==> src/rtl/fp_gray_pack_if.sv <==
// fp_gray_pack_if: request/result bundle between the multiplier stage,
// the grayscale pack back-end and the pixel writer.
interface fp_gray_pack_if #(
    parameter int unsigned PIXEL_WIDTH = 8,
    parameter int unsigned MANT_WIDTH  = 24,
    parameter int unsigned EXP_WIDTH   = 8
);
    logic                        start_i;
    logic [MANT_WIDTH-1:0]       mant_i_R;
    logic [MANT_WIDTH-1:0]       mant_i_G;
    logic [MANT_WIDTH-1:0]       mant_i_B;
    logic signed [EXP_WIDTH-1:0] exp_i_R;
    logic signed [EXP_WIDTH-1:0] exp_i_G;
    logic signed [EXP_WIDTH-1:0] exp_i_B;
    logic [PIXEL_WIDTH-1:0]      pixel_o;
    logic                        sat_o;
    logic                        busy_o;
    logic                        done_o;

    modport master (
        output start_i, mant_i_R, mant_i_G, mant_i_B, exp_i_R, exp_i_G, exp_i_B,
        input  pixel_o, sat_o, busy_o, done_o
    );

    modport slave (
        input  start_i, mant_i_R, mant_i_G, mant_i_B, exp_i_R, exp_i_G, exp_i_B,
        output pixel_o, sat_o, busy_o, done_o
    );
endinterface

==> src/rtl/fp_gray_pack.sv <==
// fp_gray_pack: converts three normalized channel products (mantissa plus
// signed unbiased exponent) to Q.24 fixed point, accumulates R+G+B one
// channel per cycle, then rounds/truncates and saturates to an 8-bit pixel.
// Optional feature: define GRAY_ROUND_EN to add a half-LSB bias before the
// fractional bits are dropped (round half up); otherwise plain truncation.
module fp_gray_pack #(
    parameter int unsigned PIXEL_WIDTH = 8,
    parameter int unsigned MANT_WIDTH  = 24,
    parameter int unsigned EXP_WIDTH   = 8,
    parameter int unsigned FRAC_BITS   = 24,
    parameter int unsigned ACC_WIDTH   = 36
) (
    input  logic          clk_i_gray_pack,
    input  logic          rst_i_gray_pack,
    fp_gray_pack_if.slave bus
);

    localparam logic [2:0] IDLE  = 3'd0;
    localparam logic [2:0] ACC_R = 3'd1;
    localparam logic [2:0] ACC_G = 3'd2;
    localparam logic [2:0] ACC_B = 3'd3;
    localparam logic [2:0] ROUND = 3'd4;

    localparam logic signed [EXP_WIDTH-1:0] OVF_EXP = EXP_WIDTH'(10);
    localparam logic [ACC_WIDTH-1:0] PIX_MAX = ACC_WIDTH'((1 << PIXEL_WIDTH) - 1);
`ifdef GRAY_ROUND_EN
    localparam logic [ACC_WIDTH-1:0] ROUND_BIAS = ACC_WIDTH'(1) << (FRAC_BITS - 1);
`else
    localparam logic [ACC_WIDTH-1:0] ROUND_BIAS = '0;
`endif

    logic [2:0]                  state;
    logic [ACC_WIDTH-1:0]        acc;
    logic                        sat_flag;
    logic [MANT_WIDTH-1:0]       mant_r, mant_g, mant_b;
    logic signed [EXP_WIDTH-1:0] exp_r, exp_g, exp_b;
    logic [PIXEL_WIDTH-1:0]      pixel_q;
    logic                        sat_q;
    logic                        done_q;

    logic [MANT_WIDTH-1:0]       mant_sel;
    logic signed [EXP_WIDTH-1:0] exp_sel;
    logic signed [EXP_WIDTH:0]   sh;
    logic [EXP_WIDTH:0]          sh_mag;
    logic                        ch_ovf;
    logic [ACC_WIDTH-1:0]        contrib;
    logic [ACC_WIDTH-1:0]        int_part;

    // Select the latched channel for this cycle and scale it into Q.24.
    always_comb begin
        mant_sel = mant_r;
        exp_sel  = exp_r;
        case (state)
            ACC_G: begin
                mant_sel = mant_g;
                exp_sel  = exp_g;
            end
            ACC_B: begin
                mant_sel = mant_b;
                exp_sel  = exp_b;
            end
            default: begin
                mant_sel = mant_r;
                exp_sel  = exp_r;
            end
        endcase

        // value * 2^24 = mant * 2^(exp + 1)
        sh     = {exp_sel[EXP_WIDTH-1], exp_sel} + (EXP_WIDTH + 1)'(1);
        sh_mag = -sh;
        ch_ovf = (exp_sel >= OVF_EXP) && (mant_sel != '0);

        if (ch_ovf) begin
            contrib = '0;
        end else if (!sh[EXP_WIDTH]) begin
            contrib = ACC_WIDTH'(mant_sel) << sh[EXP_WIDTH-1:0];
        end else if (sh_mag > (EXP_WIDTH + 1)'(FRAC_BITS)) begin
            contrib = '0;
        end else begin
            contrib = ACC_WIDTH'(mant_sel) >> sh_mag;
        end
    end

    // Integer part of the (optionally biased) accumulated sum.
    always_comb begin
        int_part = (acc + ROUND_BIAS) >> FRAC_BITS;
    end

    // Transaction sequencer: latch, accumulate three channels, round/saturate.
    always_ff @(posedge clk_i_gray_pack or posedge rst_i_gray_pack) begin
        if (rst_i_gray_pack) begin
            state    <= IDLE;
            acc      <= '0;
            sat_flag <= 1'b0;
            mant_r   <= '0;
            mant_g   <= '0;
            mant_b   <= '0;
            exp_r    <= '0;
            exp_g    <= '0;
            exp_b    <= '0;
            pixel_q  <= '0;
            sat_q    <= 1'b0;
            done_q   <= 1'b0;
        end else begin
            done_q <= 1'b0;
            case (state)
                IDLE: begin
                    if (bus.start_i) begin
                        mant_r   <= bus.mant_i_R;
                        mant_g   <= bus.mant_i_G;
                        mant_b   <= bus.mant_i_B;
                        exp_r    <= bus.exp_i_R;
                        exp_g    <= bus.exp_i_G;
                        exp_b    <= bus.exp_i_B;
                        acc      <= '0;
                        sat_flag <= 1'b0;
                        state    <= ACC_R;
                    end
                end
                // The three accumulate states share one datapath; the state
                // encodings are consecutive so ACC_B + 1 lands on ROUND.
                ACC_R, ACC_G, ACC_B: begin
                    acc <= acc + contrib;
                    if (ch_ovf) begin
                        sat_flag <= 1'b1;
                    end
                    state <= state + 3'd1;
                end
                ROUND: begin
                    if ((int_part > PIX_MAX) || sat_flag) begin
                        pixel_q <= '1;
                        sat_q   <= 1'b1;
                    end else begin
                        pixel_q <= int_part[PIXEL_WIDTH-1:0];
                        sat_q   <= 1'b0;
                    end
                    done_q <= 1'b1;
                    state  <= IDLE;
                end
                default: begin
                    state <= IDLE;
                end
            endcase
        end
    end

    // Drive the result side of the bundle from registered state.
    always_comb begin
        bus.pixel_o = pixel_q;
        bus.sat_o   = sat_q;
        bus.busy_o  = (state != IDLE);
        bus.done_o  = done_q;
    end

endmodule

==> src/flat_wrapper.sv <==
// flat-port wrapper written by rule: the top's interface ports become plain ports
module fp_gray_pack_flat 
#(
    parameter int unsigned PIXEL_WIDTH = 8,
    parameter int unsigned MANT_WIDTH  = 24,
    parameter int unsigned EXP_WIDTH   = 8,
    parameter int unsigned FRAC_BITS   = 24,
    parameter int unsigned ACC_WIDTH   = 36
)
  (clk_i_gray_pack, rst_i_gray_pack, bus_start_i, bus_mant_i_R, bus_mant_i_G, bus_mant_i_B, bus_exp_i_R, bus_exp_i_G, bus_exp_i_B, bus_pixel_o, bus_sat_o, bus_busy_o, bus_done_o);
  fp_gray_pack_if #(.PIXEL_WIDTH(PIXEL_WIDTH), .MANT_WIDTH(MANT_WIDTH), .EXP_WIDTH(EXP_WIDTH)) bus_i ();
  input  logic clk_i_gray_pack;
  input  logic rst_i_gray_pack;
  input wire logic [$bits(bus_i.start_i)-1:0] bus_start_i;
  input wire logic [$bits(bus_i.mant_i_R)-1:0] bus_mant_i_R;
  input wire logic [$bits(bus_i.mant_i_G)-1:0] bus_mant_i_G;
  input wire logic [$bits(bus_i.mant_i_B)-1:0] bus_mant_i_B;
  input wire logic [$bits(bus_i.exp_i_R)-1:0] bus_exp_i_R;
  input wire logic [$bits(bus_i.exp_i_G)-1:0] bus_exp_i_G;
  input wire logic [$bits(bus_i.exp_i_B)-1:0] bus_exp_i_B;
  output wire logic [$bits(bus_i.pixel_o)-1:0] bus_pixel_o;
  output wire logic [$bits(bus_i.sat_o)-1:0] bus_sat_o;
  output wire logic [$bits(bus_i.busy_o)-1:0] bus_busy_o;
  output wire logic [$bits(bus_i.done_o)-1:0] bus_done_o;
  assign bus_i.start_i = bus_start_i;
  assign bus_i.mant_i_R = bus_mant_i_R;
  assign bus_i.mant_i_G = bus_mant_i_G;
  assign bus_i.mant_i_B = bus_mant_i_B;
  assign bus_i.exp_i_R = bus_exp_i_R;
  assign bus_i.exp_i_G = bus_exp_i_G;
  assign bus_i.exp_i_B = bus_exp_i_B;
  assign bus_pixel_o = bus_i.pixel_o;
  assign bus_sat_o = bus_i.sat_o;
  assign bus_busy_o = bus_i.busy_o;
  assign bus_done_o = bus_i.done_o;
  fp_gray_pack #(.PIXEL_WIDTH(PIXEL_WIDTH), .MANT_WIDTH(MANT_WIDTH), .EXP_WIDTH(EXP_WIDTH), .FRAC_BITS(FRAC_BITS), .ACC_WIDTH(ACC_WIDTH)) u_core (.clk_i_gray_pack(clk_i_gray_pack), .rst_i_gray_pack(rst_i_gray_pack), .bus(bus_i));
endmodule
==> config.mk <==
export PLATFORM = sky130hd
export DESIGN_NAME = fp_gray_pack_flat
export DESIGN_NICKNAME = d
export VERILOG_FILES = /design/src/rtl/fp_gray_pack_if.sv /design/src/rtl/fp_gray_pack.sv /design/src/flat_wrapper.sv
export SDC_FILE = /design/constraint.sdc
export NUM_CORES = 1
export LEC_CHECK = 0
export BUFFER_PORTS_ARGS = -buffer_cell sky130_fd_sc_hd__clkbuf_2
export CAP_MARGIN = 40
export CORE_MARGIN = 4
export CORE_UTILIZATION = 40
export DETAILED_ROUTE_END_ITERATION = 8
export GPL_ROUTABILITY_DRIVEN = 0
export SYNTH_ARGS = -nofsm -noshare
export SYNTH_HDL_FRONTEND = slang
export SYNTH_SLANG_ARGS = --single-unit
==> constraint.sdc <==
create_clock -name clk_i_gray_pack -period 21.7 [get_ports clk_i_gray_pack]
set_input_delay 2.17 -clock clk_i_gray_pack [delete_from_list [all_inputs] [get_ports clk_i_gray_pack]]
set_output_delay 2.17 -clock clk_i_gray_pack [all_outputs]
set_load 0.005 [all_outputs]
Word level (Yosys, flattened, before mapping)
Index checks and enable logic that the tools add are counted.

Flip-flop bits (word level): 146. Output and inout bits: 11.

Add/sub/neg operators: 4. Magnitude comparators: 3. Equality and inequality tests: 6. Shift operators: 2. Muxes and demuxes: 15. Reductions and logical operators: 10.

Operator list (number): $mux W36 (4); $pmux W36 S2 (1); $pmux W24 S2 (1); $add A36 B36 Y36 (1); $shl A24 B8 Y36 (1); $shr A24 B9 Y36 (1); $reduce_bool A24 Y1 (1); $pmux W8 S2 (1); $gt A12 B8 Y1 const B (1); $add A8 B2 Y9 const B (1); $gt A9 B5 Y1 const B (1); $neg A9 Y9 (1); $ge A8 B5 Y1 const B (1); $mux W8 (1); $eq A3 B2 Y1 const B (2); $pmux W3 S2 (1); $mux W1 (4); $reduce_and A2 Y1 (2); $add A3 B1 Y3 const B (1); $eq A3 B1 Y1 const B (1); $eq A3 B3 Y1 const B (1); $logic_not A3 Y1 (1); $mux W3 (1); $reduce_and A3 Y1 (1); other kinds (8) (8).

Longest topological paths before layout
Depth after elaboration: 10. Mapped depth: 34. Depth with buffers taken out: 25.

Worst setup path before layout
OpenSTA, ideal clock, no wires.

Path kind: register to register. Start: reg u_core.state[2]. End: reg u_core.acc[30]. Library setup time: 0.122 ns. Arrival time: 7.100 ns. Setup slack: 14.478 ns. Cell stages (with the launch flop): 33. Cell sequence: dfrtp_1 -> clkbuf_1 -> clkbuf_1 -> inv_1 -> ha_1 -> buf_2 -> o311ai_4 -> buf_2 -> buf_1 -> buf_1 -> ha_1 -> inv_1 -> xnor2_1 -> buf_2 -> xnor2_1 -> buf_2 -> buf_2 -> o211ai_1 -> o211ai_1 -> o21ai_0 -> nand3_1 -> o221ai_1 -> ha_1 -> fa_1 -> a21o_1 -> a21oi_1 -> o211ai_1 -> a211oi_1 -> o211ai_1 -> o211a_1 -> a31o_2 -> or2_2 -> a32o_1.

Word-level cells in the longest chain between the ends: 10.

Ends and longest elaborated chain: start, declared (line fp_gray_pack.sv:32) `logic [2:0] state;`; start signal, assigned (line fp_gray_pack.sv:127) `state <= state + 3'd1;`; $eq A3 B2 Y1 (line fp_gray_pack.sv:53, fp_gray_pack.sv:106); $pmux W8 S2 (line fp_gray_pack.sv:53) `case (state)`; $add A8 B2 Y9 (line fp_gray_pack.sv:69) `sh = {exp_sel[EXP_WIDTH-1], exp_sel} + (EXP_WIDTH + 1)'(1);`; $neg A9 Y9 (line fp_gray_pack.sv:70) `sh_mag = -sh;`; $gt A9 B5 Y1 or $shr A24 B9 Y36 (tied branches) (line fp_gray_pack.sv:77, fp_gray_pack.sv:80); $mux W36 (line fp_gray_pack.sv:77) `end else if (sh_mag > (EXP_WIDTH + 1)'(FRAC_BITS)) begin`; $mux W36 (line fp_gray_pack.sv:75) `end else if (!sh[EXP_WIDTH]) begin`; $mux W36 (line fp_gray_pack.sv:73) `if (ch_ovf) begin`; $add A36 B36 Y36 (line fp_gray_pack.sv:123) `acc <= acc + contrib;`; $pmux W36 S2 (line fp_gray_pack.sv:106) `case (state)`; end signal, assigned (line fp_gray_pack.sv:123); end, declared (line fp_gray_pack.sv:33) `logic [ACC_WIDTH-1:0] acc;`.

Parallel ways exist; a longest one is shown, timed or not. A chain may end at the register's enable or synchronous reset.

Final worst setup path
Start: reg u_core.state[0]. End: reg u_core.acc[35].

Same word-level chain as after synthesis.

==> results <==
- The number of maximum-capacitance constraint violations is 0.
- For the pin with the worst max-slew slack, the measured transition is 882 ps.
- The time the worst path needs with I/O delays and setup is 7730 ps.
- The total nets after synthesis is 1,401.
- The longest clock path from root to sink contains 2 buffers.
- The endpoint type of the worst setup path is a flip-flop.
- The number of port buffers is 109.
- The launch instance of the worst register-to-register path is u_core.state[0].
- Counting flops and latches in the post-synthesis netlist gives 146.
- The count of hold-fix buffers inserted at cts is 0.
- Among all flip-flop cells after synthesis, the most frequent one is sky130_fd_sc_hd__dfrtp_1.
- In the global route stage, overall resource usage came out at 20.8%.
- Measured along the x axis, the die boundary spans 174 µm.
- The number of standard-cell rows in the floorplan is 60.
- The critical path startpoint category is a flip-flop.
- The number of standard cells after synthesis is 1,258.
- In the final design database the tool counted 1,476 nets.
- The total DRC errors in the routed layout is 0.
- The number of buffers inserted by post-CTS setup repair is 0.
- For the worst setup path, the data arrival time is 8060 ps.
- For this block, wires on met1 add up to 14,600 µm.
- The number of antenna violations at the first check in global routing is 0.
- In this run, post-CTS repair resized a total of 0 instances.
- The final instance count without filler cells is 1,687.
- The clock skew after layout is 23.9 ps.
- The number of endpoints with negative hold slack in the final report is 0.
- The slowest stage of the critical path is the sky130_fd_sc_hd__o311ai_1 cell.
- The highest metal layer used by the detailed router is met4.
- The number of clock buffers added by TritonCTS is 17.
- Summing every instance area after synthesis gives 0.0110 mm².
- The count of cells along the worst register-to-register path is 26.
- 110 I/O pins were placed.
- The layout overhead on the synthesized area is 13.8%.
- The core area is 0.0270 mm².
- Setup violations remaining at the end of the flow were counted as 0.
- The tightest min-delay check is of the reg2reg type.
- At the later pin of the worst-skew pair, clock insertion delay measures 450 ps.
- The routed layout has 9,854 vias.
- The run finished with clean final reports.
- In this design, the stage delay of the slowest critical-path cell is 720 ps.
- The first global-routing pass estimated 51,000 µm of wire.
- The floorplan step set the die height to 174 µm.
- The worst setup path endpoint is u_core.acc[35].
- The endpoint of the worst-slack reg-to-reg timing path is u_core.acc[35].
- Setup repair after global routing left no endpoint under its margin.
- The wire length on met2 is 14,400 µm.
- Tracing the worst setup path back leads to its startpoint at u_core.state[0].
- The count of warnings emitted by yosys is 0.
- Averaged over all synthesized cells, the footprint is 8.71 µm².
- The final wirelength is 31,900 µm.
- The critical path class is reg2reg.
- The TritonCTS clock tree is done.
- The first routing iteration left 909 violations.
- The remaining antenna violation count after routing is 0.
- The required time of the worst setup path is 22,020 ps.
- Sequential elements use 33.3% of the synthesized area.
- Counting distinct cell types in the post-synthesis netlist gives 79.
- CTS saw 146 sinks.
- The total overflow left after global routing is 0.
- The number of enable-type register cells in the synthesized netlist is 0.
- 0 antenna diodes ended up in the layout.
- For the final routed database, the setup TNS stands at 0 ps.
- Summed over all nets, the half-perimeter wirelength after detailed placement is 23,600 µm.
- The maximum fanout encountered on the critical timing path is 62.
- The final clock period utilization by the worst path is 35.6%.
- The worst reg-to-reg setup slack is 13,970 ps.
- The number of global-route vias before repair is 9,578.
- The starting density of the core is 40.7%.
- The share of final-layout standard cells stronger than drive strength 1 is 22.3%.
- The number of stages on the worst hold path is 2.
- The clock-pin slew reported for the worst setup and hold paths after clock tree synthesis is 70 ps.
- The final core utilization is 46.3%.
- Entering global routing, the biggest net connects 82 pins.
- The maximum clock frequency is 129 MHz.
- Once placement completed, the tool counted placed cells totaling 1,654.
- On the final layout, the worst hold slack is 492 ps.
- The maximum level of the CTS H-tree is 4.
- The final max-slew violation count is 0.
- The number of vias per cell after detailed routing is 5.84.
- The worst pin sits at a relative slew slack of 40.2%.
- For this run, the detailed router's first-pass iteration total came to 5.
- After filler insertion, the fill cell instance count of the layout stands at 2,642.
- The floorplan step defined a die boundary enclosing 0.0301 mm².
- In the synthesized netlist the async set-or-reset flop fraction comes to 100%.
- The routed design uses 1970 µm of met3 wire.
- The post-detailed-route wirelength per cell is 18.9 µm.
- The clock tree root buffer cell is sky130_fd_sc_hd__clkbuf_16.
cells in the mapped netlist (11+ instances only):
master | count | area share [%]
sky130_fd_sc_hd__a211oi_1 | 17 | 1.2
sky130_fd_sc_hd__a21o_1 | 23 | 1.6
sky130_fd_sc_hd__a21oi_1 | 52 | 2.4
sky130_fd_sc_hd__buf_1 | 17 | 0.58
sky130_fd_sc_hd__buf_2 | 17 | 0.78
sky130_fd_sc_hd__clkbuf_1 | 41 | 1.4
sky130_fd_sc_hd__dfrtp_1 | 146 | 33
sky130_fd_sc_hd__ha_1 | 43 | 4.9
sky130_fd_sc_hd__inv_1 | 47 | 1.6
sky130_fd_sc_hd__mux2_2 | 101 | 10
sky130_fd_sc_hd__mux2i_1 | 26 | 2.4
sky130_fd_sc_hd__nand2_1 | 166 | 5.7
sky130_fd_sc_hd__nand3_1 | 39 | 1.8
sky130_fd_sc_hd__nand3b_1 | 35 | 2.4
sky130_fd_sc_hd__nor2_1 | 111 | 3.8
sky130_fd_sc_hd__o211ai_1 | 18 | 1.2
sky130_fd_sc_hd__o21ai_0 | 82 | 3.7
sky130_fd_sc_hd__o22ai_1 | 19 | 1.1
sky130_fd_sc_hd__o311a_1 | 12 | 1.1
sky130_fd_sc_hd__o311ai_1 | 13 | 1.0
sky130_fd_sc_hd__o31ai_1 | 15 | 1.0
sky130_fd_sc_hd__or3_1 | 11 | 0.63
sky130_fd_sc_hd__xnor2_1 | 26 | 2.1
sky130_fd_sc_hd__xor2_1 | 15 | 1.2
registers in the layout, indices dropped and copies added (netlist names):
signal	flops
u_core.bus.sat_o	1
u_core.exp_b	8
u_core.exp_g	8
u_core.state	3
u_core.mant_b	24
u_core.mant_g	24
u_core.exp_r	8
u_core.acc	36
u_core.bus.done_o	1
u_core.mant_r	24
u_core.bus.pixel_o	8
u_core.sat_flag	1
per-stage QoR:
stage / setup WS, ps / instance area, µm²
finish: 13970 / 12500
global route: 13270 / 12500
CTS: 14040 / 12500
detailed placement: 14090 / 11800
global placement: 14220 / 11800
floorplan: 14480 / 11000
worst min path at each step:
stage / start / to
after floorplan: u_core.acc[10] / u_core.acc[10]
after global placement: u_core.bus.sat_o / u_core.bus.sat_o
after detailed placement: u_core.bus.pixel_o[3] / u_core.bus.pixel_o[3]
after CTS: u_core.bus.pixel_o[3] / u_core.bus.pixel_o[3]
after global routing: u_core.acc[14] / u_core.acc[14]
final: u_core.bus.sat_o / u_core.bus.sat_o
cells in the final DEF (no fill, tap or decap), types with 10 or more instances in the layout:
cell and n:
sky130_fd_sc_hd__nand2_1 165, sky130_fd_sc_hd__dfrtp_1 146, sky130_fd_sc_hd__nor2_1 111, sky130_fd_sc_hd__clkbuf_2 110, sky130_fd_sc_hd__mux2_2 101, sky130_fd_sc_hd__o21ai_0 82, sky130_fd_sc_hd__a21oi_1 52, sky130_fd_sc_hd__inv_1 46
sky130_fd_sc_hd__ha_1 42, sky130_fd_sc_hd__nand3_1 39, sky130_fd_sc_hd__nand3b_1 35, sky130_fd_sc_hd__mux2i_1 26, sky130_fd_sc_hd__a21o_1 23, sky130_fd_sc_hd__xnor2_1 22, sky130_fd_sc_hd__buf_4 20, sky130_fd_sc_hd__o22ai_1 19
sky130_fd_sc_hd__o211ai_1 18, sky130_fd_sc_hd__a211oi_1 17, sky130_fd_sc_hd__clkbuf_16 17, sky130_fd_sc_hd__xor2_1 15, sky130_fd_sc_hd__o31ai_1 15, sky130_fd_sc_hd__o311ai_1 13, sky130_fd_sc_hd__o311a_1 12, sky130_fd_sc_hd__or3_1 11
sky130_fd_sc_hd__nand4_1 10, sky130_fd_sc_hd__and2_1 10, sky130_fd_sc_hd__a31oi_1 10
worst max-delay path: cells and delay by family (launching register included):
family,cells,cell delay [ps]
adder cells (fa/ha/maj),3,930
buffers and inverters,5,1440
AND/OR/NAND/NOR,8,1320
XOR/XNOR,1,230
multiplexers,1,620
AO/OA/AOI/OAI,8,2620
flip-flops,1,390
routing by layer:
layer	track usage, %	vias up
li1	-	4777
met1	29.1	4658
met2	32.3	358
met3	3.95	61
met4	7.28	0
met5	0	-
area by class of cell:
cell class	count	area, µm²	share of cell area (%)
repair buffers	135	742	5.95
inverters	49	189	1.51
flip-flops and latches	146	3650	29.3
multi-input cells	984	6830	54.8
well taps	341	427	3.42
clock buffers	17	425	3.41
clock inverters	15	206	1.66
cell families after synthesis:
group / Yosys count / share of synthesized area (%)
and+or+nand+nor: 429 / 18.3
AOI/OAI and AO/OA: 337 / 21.4
DFF: 146 / 33.3
muxes: 132 / 13.6
buffers and inverters: 128 / 4.82
adders and majority gates: 44 / 5.09
xor gates and xnor gates: 42 / 3.42
Power is not shown: default switching activity piles up to over one toggle a cycle in this logic, so the estimate is an artifact.
